$ cat src/rtl/booth_wallace_mul_pkg.sv
// booth_wallace_mul_pkg: widths and Booth select codes shared by the multiplier
package booth_wallace_mul_pkg;
    localparam int MUL_W  = 32;
    localparam int PROD_W = 64;
    localparam int PP_NUM = 16;
    localparam int X_W    = MUL_W + 2;

    typedef enum logic [2:0] {SEL_ZERO, SEL_POS1, SEL_POS2, SEL_NEG1, SEL_NEG2} sel_e;

    function automatic sel_e booth_code(input logic [2:0] g);
        return (g == 3'b000 || g == 3'b111) ? SEL_ZERO :
               (g == 3'b001 || g == 3'b010) ? SEL_POS1 :
               (g == 3'b011)                ? SEL_POS2 :
               (g == 3'b100)                ? SEL_NEG2 : SEL_NEG1;
    endfunction
endpackage

$ cat src/rtl/booth_wallace_mul_csa.sv
// booth_wallace_mul_csa: one row of 3:2 carry-save adders, carry row pre-shifted and truncated
module booth_wallace_mul_csa #(
    parameter int W = 64
) (
    input  logic [W-1:0] a,
    input  logic [W-1:0] b,
    input  logic [W-1:0] c,
    output logic [W-1:0] s,
    output logic [W-1:0] cy
);
    assign s  = a ^ b ^ c;
    assign cy = {(a[W-2:0] & b[W-2:0]) | (a[W-2:0] & c[W-2:0]) | (b[W-2:0] & c[W-2:0]), 1'b0};
endmodule

$ cat src/rtl/booth_wallace_mul.sv
// booth_wallace_mul: 32x32 signed radix-4 Booth / Wallace-tree multiplier with registered 64-bit product
module booth_wallace_mul
    import booth_wallace_mul_pkg::*;
(
    input  logic                clk,
    input  logic                rst,
    input  logic [MUL_W-1:0]    src1,
    input  logic [MUL_W-1:0]    src2,
    output logic [PROD_W-1:0]   res
);
    logic [X_W-1:0]    x;
    logic [X_W-1:0]    x2;
    logic [MUL_W:0]    src2_ext;
    sel_e              sel [PP_NUM];
    logic [X_W-1:0]    mag [PP_NUM];
    logic [X_W-1:0]    val [PP_NUM];
    logic [PROD_W-1:0] neg_row;
    logic [PROD_W-1:0] l0 [17];
    logic [PROD_W-1:0] l1 [12];
    logic [PROD_W-1:0] l2 [8];
    logic [PROD_W-1:0] l3 [6];
    logic [PROD_W-1:0] l4 [4];
    logic [PROD_W-1:0] l5 [3];
    logic [PROD_W-1:0] l6 [2];
    logic [PROD_W-1:0] sum;

    assign x        = {{2{src1[MUL_W-1]}}, src1};
    assign x2       = {x[X_W-2:0], 1'b0};
    assign src2_ext = {src2, 1'b0};

    // Booth recode each multiplier triplet and build the partial-product rows plus the +1 negation row
    always_comb begin
        neg_row = '0;
        for (int i = 0; i < PP_NUM; i++) begin
            sel[i] = booth_code(src2_ext[2*i +: 3]);
            mag[i] = (sel[i] == SEL_POS2 || sel[i] == SEL_NEG2) ? x2 :
                     (sel[i] == SEL_ZERO) ? '0 : x;
            val[i] = (sel[i] == SEL_NEG1 || sel[i] == SEL_NEG2) ? ~mag[i] : mag[i];
            l0[i] = {{(PROD_W-X_W){val[i][X_W-1]}}, val[i]} << (2*i);
            neg_row[2*i] = (sel[i] == SEL_NEG1 || sel[i] == SEL_NEG2);
        end
        l0[PP_NUM] = neg_row;
    end

    for (genvar j = 0; j < 5; j++) begin : g_l1
        booth_wallace_mul_csa #(.W(PROD_W)) u_csa (.a(l0[3*j]), .b(l0[3*j+1]), .c(l0[3*j+2]), .s(l1[2*j]), .cy(l1[2*j+1]));
    end
    assign l1[10] = l0[15];
    assign l1[11] = l0[16];

    for (genvar j = 0; j < 4; j++) begin : g_l2
        booth_wallace_mul_csa #(.W(PROD_W)) u_csa (.a(l1[3*j]), .b(l1[3*j+1]), .c(l1[3*j+2]), .s(l2[2*j]), .cy(l2[2*j+1]));
    end

    for (genvar j = 0; j < 2; j++) begin : g_l3
        booth_wallace_mul_csa #(.W(PROD_W)) u_csa (.a(l2[3*j]), .b(l2[3*j+1]), .c(l2[3*j+2]), .s(l3[2*j]), .cy(l3[2*j+1]));
    end
    assign l3[4] = l2[6];
    assign l3[5] = l2[7];

    for (genvar j = 0; j < 2; j++) begin : g_l4
        booth_wallace_mul_csa #(.W(PROD_W)) u_csa (.a(l3[3*j]), .b(l3[3*j+1]), .c(l3[3*j+2]), .s(l4[2*j]), .cy(l4[2*j+1]));
    end

    booth_wallace_mul_csa #(.W(PROD_W)) u_csa5 (.a(l4[0]), .b(l4[1]), .c(l4[2]), .s(l5[0]), .cy(l5[1]));
    assign l5[2] = l4[3];

    booth_wallace_mul_csa #(.W(PROD_W)) u_csa6 (.a(l5[0]), .b(l5[1]), .c(l5[2]), .s(l6[0]), .cy(l6[1]));

    assign sum = l6[0] + l6[1];

    // Register the product; reset clears it and drops whatever was in flight
    always_ff @(posedge clk) begin
        res <= rst ? '0 : sum;
    end
endmodule

$ cat config.mk
export PLATFORM = sky130hd
export DESIGN_NAME = booth_wallace_mul
export DESIGN_NICKNAME = d
export VERILOG_FILES = /design/src/rtl/booth_wallace_mul_pkg.sv /design/src/rtl/booth_wallace_mul_csa.sv /design/src/rtl/booth_wallace_mul.sv
export SDC_FILE = /design/constraint.sdc
export NUM_CORES = 2
export LEC_CHECK = 0
export CAP_MARGIN = 20
export CORE_MARGIN = 8
export CORE_UTILIZATION = 40
export DETAILED_ROUTE_END_ITERATION = 8
export PLACE_DENSITY_LB_ADDON = 0.3
export REMOVE_ABC_BUFFERS = 1
export SYNTH_ARGS = -nofsm -noshare
export SYNTH_HDL_FRONTEND = slang
export SYNTH_SLANG_ARGS = --single-unit
export TNS_END_PERCENT = 5
$ cat constraint.sdc
create_clock -name clk -period 20.6 [get_ports clk]
set_input_delay 2.06 -clock clk [delete_from_list [all_inputs] [get_ports clk]]
set_output_delay 2.06 -clock clk [all_outputs]
set_load 0.05 [all_outputs]
Yosys cells after proc, flatten, opt, wreduce, memory -nomap -nowiden
Cells that the tools add are included.
{"block": "word_totals", "register_bits": 64, "output_inout_bits": 64, "wordCells": 453}
{"block": "op_classes", "add_sub_neg": 1, "n_eq_ne": 125, "n_mux": 111, "bitwise_logic": 121, "n_reduce_logical": 94}
{"operator": "63-bit bitwise AND", "n": 43}
{"operator": "63-bit bitwise OR", "n": 30}
{"operator": "64-bit XOR", "n": 29}
{"operator": "34-bit two-way mux", "n": 48}
{"operator": "34-bit inverter", "n": 16}
{"operator": "3-bit two-way mux", "n": 63}
{"operator": "3-bit by 2-bit equality test with 1-bit output, second input constant", "n": 62}
{"operator": "3-bit equality test, second input constant", "n": 46}
{"operator": "63-bit by 31-bit bitwise AND with 63-bit output", "n": 2}
{"operator": "3-bit logical NOT", "n": 32}
{"operator": "64-bit adder", "n": 1}
{"operator": "64-bit by 31-bit XOR with 64-bit output", "n": 1}
{"operator": "1-bit logical OR", "n": 62}
{"operator": "3-bit by 1-bit equality test with 1-bit output, second input constant", "n": 15}
{"operator": "2-bit by 1-bit equality test with 1-bit output, second input constant", "n": 1}
{"operator": "2-bit equality test, second input constant", "n": 1}

Depth between registers and ports, before layout
{"block": "depth", "depth_word": 29, "mapped_depth": 29, "depth_no_buf": 26}

By module
A second synthesis with hierarchy kept.
{"block": "unflattened", "cells_unflattened": 3720, "area_unflattened_um2": 37835.0}
{"module": "booth_wallace_mul_csa", "n_inst": 15, "cells_per_inst": 66, "area_per_inst_um2": 1296.2, "seq_area_each_um2": 0.0}
{"module": "booth_wallace_mul", "n_inst": 1, "cells_per_inst": 2730, "area_per_inst_um2": 18391.4, "seq_area_each_um2": 1281.2}

Worst setup path before layout
No wires, ideal clock.
{"block": "synth_timing", "path_kind": "input -> register", "startpoint": "input src2[27]", "endpoint": "register res[57]", "arrival_ps": 8815, "required_time_ps": 20472, "path_slack_ps": 11657, "stages": 25, "n_path_buf": 4, "path_cell_list": "clkbuf_1 -> buf_1 -> buf_1 -> xnor2_1 -> nor2_1 -> a211oi_1 -> fa_1 -> fa_1 -> fa_1 -> fa_1 -> fa_1 -> fa_1 -> inv_1 -> ha_1 -> clkbuf_1 -> a21oi_1 -> o21ai_1 -> a211oi_1 -> o311ai_0 -> and3_1 -> a311o_2 -> o41ai_4 -> o21bai_2 -> xnor2_1 -> nor2_1"}
{"block": "synth_via", "elab_chain_len": 27, "elab_cells_between_ends": 97}
{"element": "start, declared", "line": "booth_wallace_mul.sv:8", "text": "input logic [MUL_W-1:0] src2,"}
{"element": "3-bit equality test", "line": "booth_wallace_mul_pkg.sv:14", "text": "(g == 3'b100) ? SEL_NEG2 : SEL_NEG1;"}
{"element": "3-bit two-way mux", "line": "booth_wallace_mul_pkg.sv:14"}
{"element": "3-bit two-way mux", "line": "booth_wallace_mul_pkg.sv:13", "text": "(g == 3'b011) ? SEL_POS2 :"}
{"element": "3-bit two-way mux", "line": "booth_wallace_mul_pkg.sv:12", "text": "(g == 3'b001 || g == 3'b010) ? SEL_POS1 :"}
{"element": "3-bit two-way mux", "line": "booth_wallace_mul_pkg.sv:11", "text": "return (g == 3'b000 || g == 3'b111) ? SEL_ZERO :"}
{"element": "3-bit logical NOT, or another cell as far along", "line": "booth_wallace_mul.sv:37", "text": "(sel[i] == SEL_ZERO) ? '0 : x;"}
{"element": "34-bit two-way mux or 1-bit logical OR (tied branches)", "line": "booth_wallace_mul.sv:37, booth_wallace_mul.sv:36"}
{"element": "34-bit two-way mux", "line": "booth_wallace_mul.sv:36", "text": "mag[i] = (sel[i] == SEL_POS2 || sel[i] == SEL_NEG2) ? x2 :"}
{"element": "(+7 left out)"}
{"element": "63-bit bitwise AND", "line": "booth_wallace_mul_csa.sv:12", "text": "assign cy = {(a[W-2:0] & b[W-2:0]) | (a[W-2:0] & c[W-2:0]) | (b[W-2:0] & c[W-2:0]), 1'b0};"}
{"element": "63-bit bitwise OR (2 in series)", "line": "booth_wallace_mul_csa.sv:12"}
{"element": "64-bit XOR (2 in series)", "line": "booth_wallace_mul_csa.sv:11", "text": "assign s = a ^ b ^ c;"}
{"element": "63-bit bitwise AND", "line": "booth_wallace_mul_csa.sv:12"}
{"element": "63-bit bitwise OR (2 in series)", "line": "booth_wallace_mul_csa.sv:12"}
{"element": "63-bit bitwise AND", "line": "booth_wallace_mul_csa.sv:12"}
{"element": "63-bit bitwise OR (2 in series)", "line": "booth_wallace_mul_csa.sv:12"}
{"element": "64-bit adder (*)", "line": "booth_wallace_mul.sv:70", "text": "assign sum = l6[0] + l6[1];"}
{"element": "end signal, assigned", "line": "booth_wallace_mul.sv:74", "text": "res <= rst ? '0 : sum;"}
{"element": "end, declared", "line": "booth_wallace_mul.sv:9", "text": "output logic [PROD_W-1:0] res"}
Mark *: on every way between the ends. The rest lies on a longest branch, timed or not.
A chain may end at the register's enable or synchronous reset.

Final worst setup path
{"block": "layout_timing", "startpoint": "input src2[14]", "endpoint": "register res[59]"}
{"block": "layout_via", "elab_chain_len": 28, "elab_cells_between_ends": 80}
{"element": "3-bit equality test", "line": "booth_wallace_mul_pkg.sv:14"}
{"element": "3-bit two-way mux", "line": "booth_wallace_mul_pkg.sv:14"}
{"element": "3-bit two-way mux", "line": "booth_wallace_mul_pkg.sv:13"}
{"element": "3-bit two-way mux", "line": "booth_wallace_mul_pkg.sv:12"}
{"element": "3-bit two-way mux (*)", "line": "booth_wallace_mul_pkg.sv:11"}
{"element": "3-bit logical NOT, or another cell as far along", "line": "booth_wallace_mul.sv:37"}
{"element": "34-bit two-way mux or 1-bit logical OR (tied branches)", "line": "booth_wallace_mul.sv:37, booth_wallace_mul.sv:36"}
{"element": "34-bit two-way mux", "line": "booth_wallace_mul.sv:36"}
{"element": "(+9 left out)"}
{"element": "64-bit XOR or 63-bit bitwise OR (tied branches)", "line": "booth_wallace_mul_csa.sv:11, booth_wallace_mul_csa.sv:12"}
{"element": "63-bit bitwise AND or 63-bit bitwise OR (tied branches)", "line": "booth_wallace_mul_csa.sv:12"}
{"element": "63-bit bitwise OR or 64-bit XOR (tied branches) (2 in series)", "line": "booth_wallace_mul_csa.sv:12, booth_wallace_mul_csa.sv:11"}
{"element": "63-bit bitwise AND", "line": "booth_wallace_mul_csa.sv:12"}
{"element": "63-bit bitwise OR (2 in series)", "line": "booth_wallace_mul_csa.sv:12"}
{"element": "63-bit bitwise AND", "line": "booth_wallace_mul_csa.sv:12"}
{"element": "63-bit bitwise OR (2 in series)", "line": "booth_wallace_mul_csa.sv:12"}
{"element": "64-bit adder (*)", "line": "booth_wallace_mul.sv:70"}
Marks and branches as above.

==> impl_metrics.csv <==
group,metric,value,unit
setup_path,critPathRequiredTime,20.82,ns
timing,hold_viol,0,
finish,layout.cells.most_common_list,"nor2_1, fa_1, inv_1",
timing,rsz_0062_raised_after_global_routing,"false",
global_routing,gr-total-overflow,0,
detailed_routing,wl_met2,52.5,mm
setup_path,path_max_fanout,31,
floorplanning,chipWidth,301,um
detailed_routing,routed_wl_met3,7.84,mm
clock_network,cts_hold_buf,0,
clock_network,cts_resized,0,
clock_network,cts.clk_slew.worst_paths,0.06,ns
clock_network,htree_num_levels,3,
detailed_routing,route.final.wire_length,110,mm
setup_path,critical_path.startpoint_type,"primary input",
setup_path,crit_family,"adder cells",
finish,registers_with_the_most_flip_flops,"res x64",
setup_path,cp_num_buf_inv,2,
yosys,yosys.cell_types.count,60,
timing,tightestPinTransition,1.03,ns
yosys,synth.yosys.warnings,0,
min_path,min-delay-path-class,"in2reg",
yosys,post_synth_instance_area,32400,sq um
timing,finalCritPeriodShare,0.482,
placement,post_dp_cell_area,34200,sq um
finish,multi_input_comb_area,28000,sq um
clock_network,cts_buffers,9,
finish,fraction_of_final_layout_cells_sized_beyond_drive_strength_1,0.0525,
floorplanning,rows,104,
detailed_routing,route.vias.total,28372,
setup_path,cp_cell_sequence,"clkdlybuf4s50_1 > nor2_1 > nand2_2 > nor2_1 > a211oi_1 > fa_1 > fa_1 > fa_1 > inv_1 > fa_1 > fa_1 > ha_1 > ha_1 > a21o_1 > a31oi_1 > nor4_1 > nor3_1 > a2111o_1 > a21oi_2 > o21ai_1 > nand2_1 > a31oi_1 > mux2_1",
finish,top_register,"res",
finish,area_of_all_sequential_standard_cells,1280,sq um
yosys,synth-main-ff-cell,"dfxtp_1",
clock_network,clock_tree.buffer_depth,2,
clock_network,cts_root_buffer,"clkbuf_16",
floorplanning,floorplan.die_area,90500,sq um
yosys,count_of_flip_flops_with_a_built_in_enable_after_synthesis,0,
timing,setup_total_negative_slack,0,ns
timing,period_needed,9.92,ns
global_routing,grt_antenna_before_repair,3,
timing,fin_ws,10.68,ns
clock_network,tritoncts_num_sinks,64,
global_routing,grt_pass1_vias,28364,
floorplanning,io_pins,130,
setup_path,critical_path_arrival,10.15,ns
detailed_routing,drt_pass1_iterations,5,
status,outcome,"completed",
placement,pre_cts_worst_setup_slack,10.65,ns
finish,nets,4701,
yosys,ys_async_sr_fraction,0,
global_routing,grt_pass1_wl,172,mm
setup_path,crit_path_frequent_cell,"fa_1",
clock_network,tritoncts,"built",
timing,report.final.setup_viol,0,
global_routing,grt_start_max_net_pins,68,
clock_network,cts.repair_timing.setup_buffer_count,0,
finish,fin_util,0.430,
yosys,syn_avg_cell_area,7.90,sq um
detailed_routing,routed_via_density,5.67,
setup_path,worst_path_max_delay_cell,"nand2_2",
setup_path,worst_setup_path_end_kind,"flip-flop",
detailed_routing,topRoutingLayerUsed,"met5",
timing,fmax,0.101,GHz
detailed_routing,drc,0,
timing,worst_slew_margin_rel,0.310,
setup_path,timing.setup.critical_path_class,"in2reg",
detailed_routing,wire_per_inst,21.9,um
detailed_routing,initialDrtViolationCount,2783,
floorplanning,floorplan.initialDensity,0.403,
global_routing,global_route.usage.total,0.242,
yosys,synth_seq_cells,64,
placement,placer_congestion_estimate,0.922,
placement,port_buffers,129,
finish,flow.area_growth_from_synthesis,6.53,%
job,max_cap_violations,0,
finish,most_common_cell_after_layout_fill_and_taps_aside,"nor2_1",
finish,num-fill-cells,8118,
timing,number_of_pins_exceeding_their_max_slew_limit_in_the_final_report,0,
finish,fin_area,34600,sq um
setup_path,cp_slowest_stage_delay,0.71,ns
yosys,synthesis.instances,4107,
finish,largest_reg_flops,64,
detailed_routing,wl_met1,42.1,mm
yosys,synth_sequential_area_ratio,0.0395,
detailed_routing,routed_antenna_nets,0,
floorplanning,die_h,301,um
floorplanning,coreArea,80400,sq um
placement,place.detailed.hpwl,80.1,mm
## area by class of cell
| class | instances | share of cell area |
|---|---|---|
| clock buffer | 9 | 0.00652 |
| tap | 1060 | 0.0384 |
| clock inverter | 7 | 0.00232 |
| timing repair buffer | 218 | 0.0513 |
| antenna | 2 | 0.000145 |
| inverter | 488 | 0.0530 |
| sequential | 64 | 0.0371 |
| multi-input combinational | 3157 | 0.811 |
## synth_stat cells, types with 8 or more instances
cell / count / area share
a21o_1: 31 / 0.0072
a21oi_1: 124 / 0.019
a22oi_1: 64 / 0.015
o21bai_1: 9 / 0.0021
fa_1: 527 / 0.33
nand2b_1: 11 / 0.0021
xor2_1: 124 / 0.033
nor2_1: 826 / 0.096
mux2i_1: 32 / 0.0099
nor3_1: 13 / 0.0020
nand4_1: 19 / 0.0037
a211oi_1: 355 / 0.082
nand2_1: 119 / 0.014
o22ai_1: 8 / 0.0015
a22o_1: 28 / 0.0076
and2_1: 8 / 0.0015
inv_1: 488 / 0.056
ha_1: 170 / 0.066
xnor2_1: 418 / 0.11
o221ai_1: 26 / 0.0070
dfxtp_1: 64 / 0.040
o21ai_0: 111 / 0.017
nor2b_1: 20 / 0.0039
buf_1: 63 / 0.0073
a31oi_1: 9 / 0.0017
a221oi_1: 32 / 0.0086
clkbuf_1: 333 / 0.039
## per-stage QoR
step	hold WS, ns	instances
finish	2.06	5005
global route	2.05	5005
CTS	2.04	5000
detailed placement	2.41	4984
global placement	2.41	4984
floorplan	2.13	3709
## per-layer routing
metal	global-route usage	vias up
met3	0.0327	255
met5	0	-
li1	-	12938
met1	0.298	13952
met4	0.137	2
met2	0.405	1225
## path summary, 6_finish.rpt
| check | to | slack (ns) | start | depth (start not counted) |
|---|---|---|---|---|
| worst min-delay path | res[0] | 2.06 | rst | 2 |
| worst max-delay path | res[59] | 10.68 | src2[14] | 23 |
## logic make-up (layout without fill, tap and decap cells)
kind of cell | Yosys count | after routing | synth area share
and+or+nand+nor | 1038 | 1038 | 0.127
buffers and inverters | 886 | 722 | 0.103
AOI/OAI and AO/OA | 844 | 844 | 0.183
adders and majority gates | 697 | 697 | 0.391
xor gates and xnor gates | 542 | 542 | 0.146
DFF | 64 | 64 | 0.0395
muxes | 36 | 36 | 0.0113
other | 0 | 2 | 0
Power is not shown: default switching activity piles up to over one toggle a cycle in this logic, so the estimate is an artifact.
